===== src/rtl/csync_pkg.sv =====
// Shared types and default thresholds for the composite-sync decoder.
package csync_pkg;

  localparam int unsigned HPOS_W  = 9;
  localparam int unsigned VPOS_W  = 10;
  localparam int unsigned WIDTH_W = 8;

  localparam int unsigned EQ_MAX_DEF    = 12;
  localparam int unsigned HS_MAX_DEF    = 40;
  localparam int unsigned LINE_MIN_DEF  = 200;
  localparam int unsigned PAL_LINES_DEF = 288;

  typedef enum logic [1:0] {
    SEARCH,
    SYNCED,
    LOCKED
  } state_t;

  typedef enum logic [1:0] {
    P_EQ,
    P_HS,
    P_BROAD
  } pclass_t;

  // Magnitude of the difference between two line counts.
  function automatic logic [VPOS_W-1:0] abs_diff(input logic [VPOS_W-1:0] a,
                                                 input logic [VPOS_W-1:0] b);
    return (a >= b) ? (a - b) : (b - a);
  endfunction

endpackage


===== src/rtl/csync_pulse_meter.sv =====
// Samples CSYNC on CCK ticks, detects edges and measures/classifies low pulses.
module csync_pulse_meter
  import csync_pkg::*;
#(
  parameter int unsigned EQ_MAX = EQ_MAX_DEF,
  parameter int unsigned HS_MAX = HS_MAX_DEF
) (
  input  logic    clk,
  input  logic    rst_n,
  input  logic    ena,
  input  logic    csync_n,
  output logic    fall_c,
  output logic    rise_c,
  output pclass_t pclass_c
);

  localparam logic [WIDTH_W-1:0] EQ_LIM = WIDTH_W'(EQ_MAX);
  localparam logic [WIDTH_W-1:0] HS_LIM = WIDTH_W'(HS_MAX);
  localparam logic [WIDTH_W-1:0] W_MAX  = '1;

  logic               csync_q;
  logic [WIDTH_W-1:0] w;

  // Edge strobes are only meaningful on a tick; classification uses the width so far.
  always_comb begin
    fall_c   = ena && !csync_n && csync_q;
    rise_c   = ena && csync_n && !csync_q;
    pclass_c = P_BROAD;
    if (w < EQ_LIM) begin
      pclass_c = P_EQ;
    end else if (w < HS_LIM) begin
      pclass_c = P_HS;
    end
  end

  // Delayed input sample and saturating low-width counter (cleared by a falling edge).
  always_ff @(posedge clk) begin
    if (!rst_n) begin
      csync_q <= 1'b1;
      w       <= '0;
    end else if (ena) begin
      csync_q <= csync_n;
      if (fall_c) begin
        w <= '0;
      end else if (!csync_n && (w != W_MAX)) begin
        w <= w + WIDTH_W'(1);
      end
    end
  end

endmodule


===== src/rtl/csync_decoder.sv =====
// Composite-sync decoder: beam position, line/frame strobes, field parity and lock tracking.
module csync_decoder
  import csync_pkg::*;
#(
  parameter int unsigned EQ_MAX    = EQ_MAX_DEF,
  parameter int unsigned HS_MAX    = HS_MAX_DEF,
  parameter int unsigned LINE_MIN  = LINE_MIN_DEF,
  parameter int unsigned PAL_LINES = PAL_LINES_DEF
) (
  input  logic              main_clk,
  input  logic              main_rst,
  input  logic              ena_cck,
  input  logic              csync_n,
  output logic [HPOS_W-1:0] hpos,
  output logic [VPOS_W-1:0] vpos,
  output logic              hs_stb,
  output logic              vs_stb,
  output logic              field_odd,
  output logic [VPOS_W-1:0] frame_lines,
  output logic              pal_det,
  output logic              locked
);

  localparam logic [HPOS_W-1:0] HPOS_MAX   = '1;
  localparam logic [VPOS_W-1:0] VPOS_MAX   = '1;
  localparam logic [HPOS_W-1:0] LINE_MIN_L = HPOS_W'(LINE_MIN);
  localparam logic [VPOS_W-1:0] PAL_L      = VPOS_W'(PAL_LINES);

  logic              fall_c;
  logic              rise_c;
  pclass_t           pclass_c;
  pclass_t           prev_class;
  logic [HPOS_W-1:0] pstart;
  state_t            state;
  state_t            state_nx;
  logic              line_start_c;
  logic              vs_ev_c;
  logic              timeout_c;
  logic              close_c;

  csync_pulse_meter #(
    .EQ_MAX (EQ_MAX),
    .HS_MAX (HS_MAX)
  ) u_meter (
    .clk      (main_clk),
    .rst_n    (main_rst),
    .ena      (ena_cck),
    .csync_n  (csync_n),
    .fall_c   (fall_c),
    .rise_c   (rise_c),
    .pclass_c (pclass_c)
  );

  // Event decode: accepted line start, leading broad pulse, and hpos running into saturation.
  always_comb begin
    line_start_c = fall_c && (hpos >= LINE_MIN_L);
    vs_ev_c      = rise_c && (pclass_c == P_BROAD) && (prev_class != P_BROAD);
    timeout_c    = ena_cck && !line_start_c && (hpos >= (HPOS_MAX - HPOS_W'(1)));
    close_c      = abs_diff(vpos, frame_lines) <= VPOS_W'(1);
  end

  // Lock state machine: next state.
  always_comb begin
    state_nx = state;
    if (vs_ev_c) begin
      case (state)
        SEARCH:  state_nx = SYNCED;
        SYNCED:  if (close_c) state_nx = LOCKED;
        LOCKED:  if (!close_c) state_nx = SYNCED;
        default: state_nx = SEARCH;
      endcase
    end
    if (timeout_c) begin
      state_nx = SEARCH;
    end
  end

  // Lock state machine: state register.
  always_ff @(posedge main_clk) begin
    if (!main_rst) begin
      state <= SEARCH;
    end else begin
      state <= state_nx;
    end
  end

  // Position counters, strobes, field parity and frame length capture.
  always_ff @(posedge main_clk) begin
    if (!main_rst) begin
      hpos        <= '0;
      vpos        <= '0;
      hs_stb      <= 1'b0;
      vs_stb      <= 1'b0;
      field_odd   <= 1'b0;
      frame_lines <= '0;
      pal_det     <= 1'b0;
      locked      <= 1'b0;
      pstart      <= '0;
      prev_class  <= P_EQ;
    end else begin
      hs_stb <= 1'b0;
      vs_stb <= 1'b0;
      locked <= (state_nx == LOCKED);
      if (ena_cck) begin
        if (line_start_c) begin
          hpos   <= '0;
          hs_stb <= 1'b1;
          if (vpos != VPOS_MAX) begin
            vpos <= vpos + VPOS_W'(1);
          end
        end else if (hpos != HPOS_MAX) begin
          hpos <= hpos + HPOS_W'(1);
        end
        if (fall_c) begin
          pstart <= line_start_c ? '0 : hpos;
        end
        if (rise_c) begin
          prev_class <= pclass_c;
        end
        if (vs_ev_c) begin
          vs_stb    <= 1'b1;
          vpos      <= '0;
          field_odd <= (pstart != '0);
          // The first frame after SEARCH was only partially counted.
          if (state != SEARCH) begin
            frame_lines <= vpos;
            pal_det     <= (vpos >= PAL_L);
          end
        end
        if (timeout_c) begin
          vpos <= '0;
        end
      end
    end
  end

endmodule


===== config.mk =====
export PLATFORM = sky130hd
export DESIGN_NAME = csync_decoder
export DESIGN_NICKNAME = d
export VERILOG_FILES = /design/src/rtl/csync_pkg.sv /design/src/rtl/csync_pulse_meter.sv /design/src/rtl/csync_decoder.sv
export SDC_FILE = /design/constraint.sdc
export NUM_CORES = 1
export LEC_CHECK = 0
export CAP_MARGIN = 40
export CORE_UTILIZATION = 35
export CTS_BUF_LIST = sky130_fd_sc_hd__clkbuf_4 sky130_fd_sc_hd__clkbuf_8
export DETAILED_ROUTE_END_ITERATION = 10
export GPL_ROUTABILITY_DRIVEN = 0
export SLEW_MARGIN = 20
export SYNTH_ARGS = -nofsm -noshare
export SYNTH_HDL_FRONTEND = slang
export SYNTH_HIERARCHICAL = 1
export SYNTH_SLANG_ARGS = --single-unit

===== constraint.sdc =====
create_clock -name main_clk -period 8.6 [get_ports main_clk]
set_input_delay 1.72 -clock main_clk [delete_from_list [all_inputs] [get_ports main_clk]]
set_output_delay 1.72 -clock main_clk [all_outputs]
set_load 0.01 [all_outputs]

Yosys cells after proc, flatten, opt, wreduce, memory -nomap -nowiden
Index checks and enable logic that the tools add are counted.
W data, S select, Z words.
- register bits after elaboration: 56
- logic and storage cells: 80
- add/sub/neg operators: 5
- magnitude comparators: 7
- eq/ne operators: 8
- multiplexer cells: 19
- reductions and logical operators: 28
- operators with widths (kind ; count):
    $mux W10 ; 5
    $mux W9 ; 3
    $sub A10 B10 Y10 ; 2
    $mux W8 ; 2
    $mux W2 ; 6
    $reduce_and A2 Y1 ; 6
    $add A10 B1 Y10 const B ; 1
    $ge A10 B10 Y1 ; 1
    $ge A10 B9 Y1 const B ; 1
    $le A10 B1 Y1 const B ; 1
    $logic_and A1 B1 Y1 ; 10
    $ne A10 B10 Y1 const B ; 1
    $add A9 B1 Y9 const B ; 1
    $ge A9 B8 Y1 const B ; 1
    $ge A9 B9 Y1 const B ; 1
    $ne A9 B9 Y1 const B ; 1
    $reduce_bool A9 Y1 ; 1
    $add A8 B1 Y8 const B ; 1
    $lt A8 B4 Y1 const B ; 1
    $lt A8 B6 Y1 const B ; 1
    $ne A8 B8 Y1 const B ; 1
    $eq A2 B2 Y1 const B ; 3
    $pmux W2 S3 ; 1
    $reduce_and A3 Y1 ; 2
    other kinds (7) ; 13

Depth between registers and ports, before layout
- depth in word-level cells: 9
- gate-level depth with buffers: 12
- mapped depth without buffers: 12

Hierarchy
The synthesis kept the hierarchy.
- by module, submodules not included (module ; times used ; cells an instance ; area each (µm²) ; sequential area each (µm²)):
    csync_decoder ; 1 ; 395 ; 3124.2 ; 940.9
    csync_pulse_meter ; 1 ; 68 ; 541.8 ; 180.2

Least setup slack after synthesis
OpenSTA, ideal clock, no wires.
- kind: input -> register
- from: input csync_n
- to: register vpos[7]
- data arrival time: 3415 ps
- path slack: 5067 ps
- cell stages on the path: 12
- path buffers: 1
- cell sequence: and2b_4 > nand2_1 > inv_1 > and4b_1 > nand4_1 > nand2_1 > nand2_1 > and2_1 > clkbuf_1 > nor4b_1 > xnor2_1 > nor2_1
- cells in the longest elaborated chain, start to end: 9
- elaborated cells between the ends (all ways): 16
- classes of those cells: mux (2); reduce/logical (14)
- RTL lines (element ; line ; text):
    start: declaration ; csync_decoder.sv:13 ; input logic csync_n,
    $logic_not A1 Y1 * ; csync_pulse_meter.sv:26 ; fall_c = ena && !csync_n && csync_q;
    $logic_and A1 B1 Y1 * (2 in a row) ; csync_pulse_meter.sv:26 ;
    net fall_c ; csync_decoder.sv:29 ; logic fall_c;
    $logic_and A1 B1 Y1 * ; csync_decoder.sv:56 ; line_start_c = fall_c && (hpos >= LINE_MIN_L);
    $logic_not A1 Y1 ; csync_decoder.sv:58 ; timeout_c = ena_cck && !line_start_c && (hpos >= (HPOS_MAX - HPOS_W'(1)));
    $logic_and A1 B1 Y1 (2 in a row) ; csync_decoder.sv:58 ;
    $reduce_bool A3 Y1 (no source line) ; n/a ;
    $reduce_and A3 Y1 (no source line) ; n/a ;
    end signal: assignment ; csync_decoder.sv:109 ; vpos <= vpos + VPOS_W'(1);
    end: declaration ; csync_decoder.sv:15 ; output logic [VPOS_W-1:0] vpos,
Mark *: on every way through the listed nets, which the timed path passes. The rest lies on a longest branch.
A chain may end at the register's enable or synchronous reset.

Final worst setup path
- from: input ena_cck
- to: register vpos[7]
- cells in the longest elaborated chain, start to end: 8
- elaborated cells between the ends (all ways): 15
- classes of those cells: mux (2); reduce/logical (13)
- RTL lines (element ; line ; text):
    start: declaration ; csync_decoder.sv:12 ; input logic ena_cck,
    $logic_and A1 B1 Y1 * (2 in a row) ; csync_pulse_meter.sv:26 ;
    net fall_c ; csync_decoder.sv:29 ;
    $logic_and A1 B1 Y1 * ; csync_decoder.sv:56 ;
    $logic_not A1 Y1 ; csync_decoder.sv:58 ;
    $logic_and A1 B1 Y1 (2 in a row) ; csync_decoder.sv:58 ;
    $reduce_bool A3 Y1 (no source line) ; n/a ;
    $reduce_and A3 Y1 (no source line) ; n/a ;
Marked as above.

==> key figures <==
Clocking
  • # clock sinks: 56
  • Worst skew pair latency: 0.31 ns
  • Total CTS buffers: 5
  • Hold_buf cts: 0
  • Clock-pin slew on the worst setup and hold paths: 0.10 ns
  • Post-cts resize count: 0
  • Clk buf depth: 2
  • Clock root cell: clkbuf_8
  • Post CTS Setup Buffer Count: 0
  • CTS tree: yes
  • H-tree lvl count: 2

Setup path
  • CP Data Required Time: 8.80 ns
  • CP cell instances: clkdlybuf4s50_1 -> and2b_4 -> nand2_1 -> inv_1 -> and4b_1 -> nand4_1 -> nand2_1 -> nand2_1 -> and2_1 -> nor4b_1 -> xnor2_1 -> nor2_1
  • Most used cell, CP: nand2_1
  • Buf+Inv Stages, Crit Path: 2
  • Reg2Reg Launch Point: vpos[5]
  • Critical path type: in2reg
  • WP data arrival: 4.42 ns
  • CP Max Fanout: 17
  • CP delay by family, top: simple AND/OR/NAND/NOR gates
  • Setup crit start kind: input pin
  • Max incr delay on CP: 0.67 ns
  • Worst Setup SP: ena_cck
  • Critical path's slowest cell: clkdlybuf4s50_1
  • Crit. End Element: flip-flop

Worst hold path
  • Hold_sp: prev_class[0]
  • Hold Crit Class: reg2reg

Pwr
  • Static Leak: 1.58 nW
  • Worst VDD drop: 0.0000671 V
  • Tot Pwr: 435 uW
  • PwrDens: 103 nW/um^2

Timing
  • Final Skew: 0.0137 ns
  • Fmax: 0.237 GHz
  • Final slew viol count: 0
  • Setup tns final: 0 ns
  • RSZ-0062 raised after global routing: no
  • Final setup viols: 0
  • Period utilization: 49.1%
  • Endpoints failing hold: 0
  • Period minus WS final: 4.22 ns
  • Worst slew pin tran: 0.561 ns
  • Max_slew headroom: 62.5%

Detailed routing
  • ANT nets after route: 0
  • Drt total wl: 8640 um
  • Residual DRC: 0
  • Drt first pass iters: 5
  • Routed len/inst: 13.8 um
  • Vias post-DR: 3284
  • 1st-iter DRT viols: 214
  • Vias per inst: 5.25

Yosys
  • Synth Instances: 463
  • Top FF cell, synth: dfxtp_1
  • Synth unique cells: 66
  • Cell taking the most area after synthesis: dfxtp_1
  • Synth Net Count: 494
  • Share of the synthesized area in the top cell type: 30.6%
  • Synth Area per Inst: 7.92 sq um
  • Yosys reg bits: 56
  • Post-synthesis cell area: 3670 sq um
  • Yosys warns: 6
  • Top cells by area, synth: dfxtp_1 (31%), ha_1 (8.5%), nand2_1 (6.0%)
  • Sequential element share of the synthesized area: 30.6%
  • Asr flop ratio synth: 0%
  • Number of synthesized flops with an enable pin: 0

Floorplan
  • Area of the core: 9950 sq um
  • Std cell rows: 36
  • Die Wd: 104 um
  • Initial Utilization: 36.8%
  • Io pins: 38
  • Chip height: 104 um
  • Die area: 10900 sq um

GRT
  • Vias in the first global route: 3061
  • Initial antenna violation count: 0
  • Largest net degree at the start of global routing: 47
  • First-pass GRT wire length: 15000 um
  • GR Overflow Total: 0
  • Total GRT Usage: 16.4%

Cells and area
  • Layout cells sized above 1: 5.89%
  • Nets: 522
  • # diodes: 0
  • Most frequent cells in the layout: nand2_1 (59), dfxtp_1 (56), clkdlybuf4s50_1 (37)
  • Layout area overhead: 15.7%
  • Commonest non-fill, non-tap cell in the layout: nand2_1

Job
  • Max-Cap Viols: 0

Place
  • DP Wirelength: 6450 um
  • Port Buffer Count: 37

Status
  • Status: completed
## cell type report
| type | count | area (sq um) |
|---|---|---|
| Fill cell | 1014 | 5710 |
| Inverter | 30 | 113 |
| Tap cell | 133 | 166 |
| Timing Repair Buffer | 39 | 385 |
| Sequential cell | 56 | 1120 |
| Clock buffer | 5 | 68.8 |
| Clock inverter | 3 | 27.5 |
| Multi-Input combinational cell | 359 | 2360 |
## state kept, by name, summed over array words and instances, names as in the netlist
register / cells
state: 2
vs_stb: 1
hs_stb: 1
pstart: 9
prev_class: 2
pal_det: 1
u_meter/w: 8
hpos: 9
vpos: 10
u_meter/csync_q: 1
locked: 1
field_odd: 1
frame_lines: 10
## worst min-delay path: stages (launching register included)
cell and delay (ns):
dfxtp_1 0.32, nand2_1 0.04, a21boi_0 0.06
## synth_stat cells (4+ instances only)
library cell / n
a21boi_0: 21
a21boi_1: 4
a21oi_1: 26
a31oi_1: 6
and2_1: 5
and3_1: 7
clkbuf_1: 15
dfxtp_1: 56
ha_1: 25
inv_1: 29
mux2i_1: 4
nand2_1: 59
nand2b_1: 8
nand3_1: 27
nand4_1: 8
nor2_1: 34
nor2b_1: 12
nor3_1: 8
nor3b_1: 4
o21ai_0: 19
xnor2_1: 10
xor2_1: 6
## metal layers
metal,GRT usage [%],wire length [um],vias up
li1,-,-,1685
met1,23.3,4240,1504
met2,26.2,3950,89
met3,2.07,374,6
met4,3.88,81,0
met5,0,0,-
## worst paths after layout
kind,to,slack (ns),cells past startpoint
max,vpos[7],4.38,12
min,prev_class[0],0.46,2
max reg2reg,state[1],5.41,10
min reg2reg,prev_class[0],0.46,2
## per-stage QoR
stage                     util [%]  hold WS (ns)  std cells  area (sq um)  setup WS [ns]
after global placement        41.6         0.450        616          4140           4.18
final                         42.6         0.463        625          4240           4.38
after global routing          42.6         0.482        625          4240           4.07
after floorplan                  -         0.438        463          3670           5.07
after detailed placement      41.7         0.452        617          4150           4.07
after CTS                     42.6         0.467        625          4240           4.40
## cells by family (layout without fill, tap and decap cells)
group | after synthesis | in the layout | share of synthesized area [%]
and+or+nand+nor | 200 | 200 | 28.4
muxes | 6 | 6 | 1.71
AOI/OAI and AO/OA | 110 | 110 | 20.9
DFF | 56 | 56 | 30.6
adders and majority gates | 27 | 27 | 9.62
buffers and inverters | 48 | 77 | 5.02
xor gates and xnor gates | 16 | 16 | 3.82
## power by group
group          switching (mW)  leakage [nW]  internal (mW)  total (mW)
registers             0.00276         0.452          0.261       0.263
logic                  0.0113          1.08        0.00854      0.0199
clock network          0.0917        0.0463         0.0600       0.152
No activity file was read; power rests on OpenSTA's default activity.
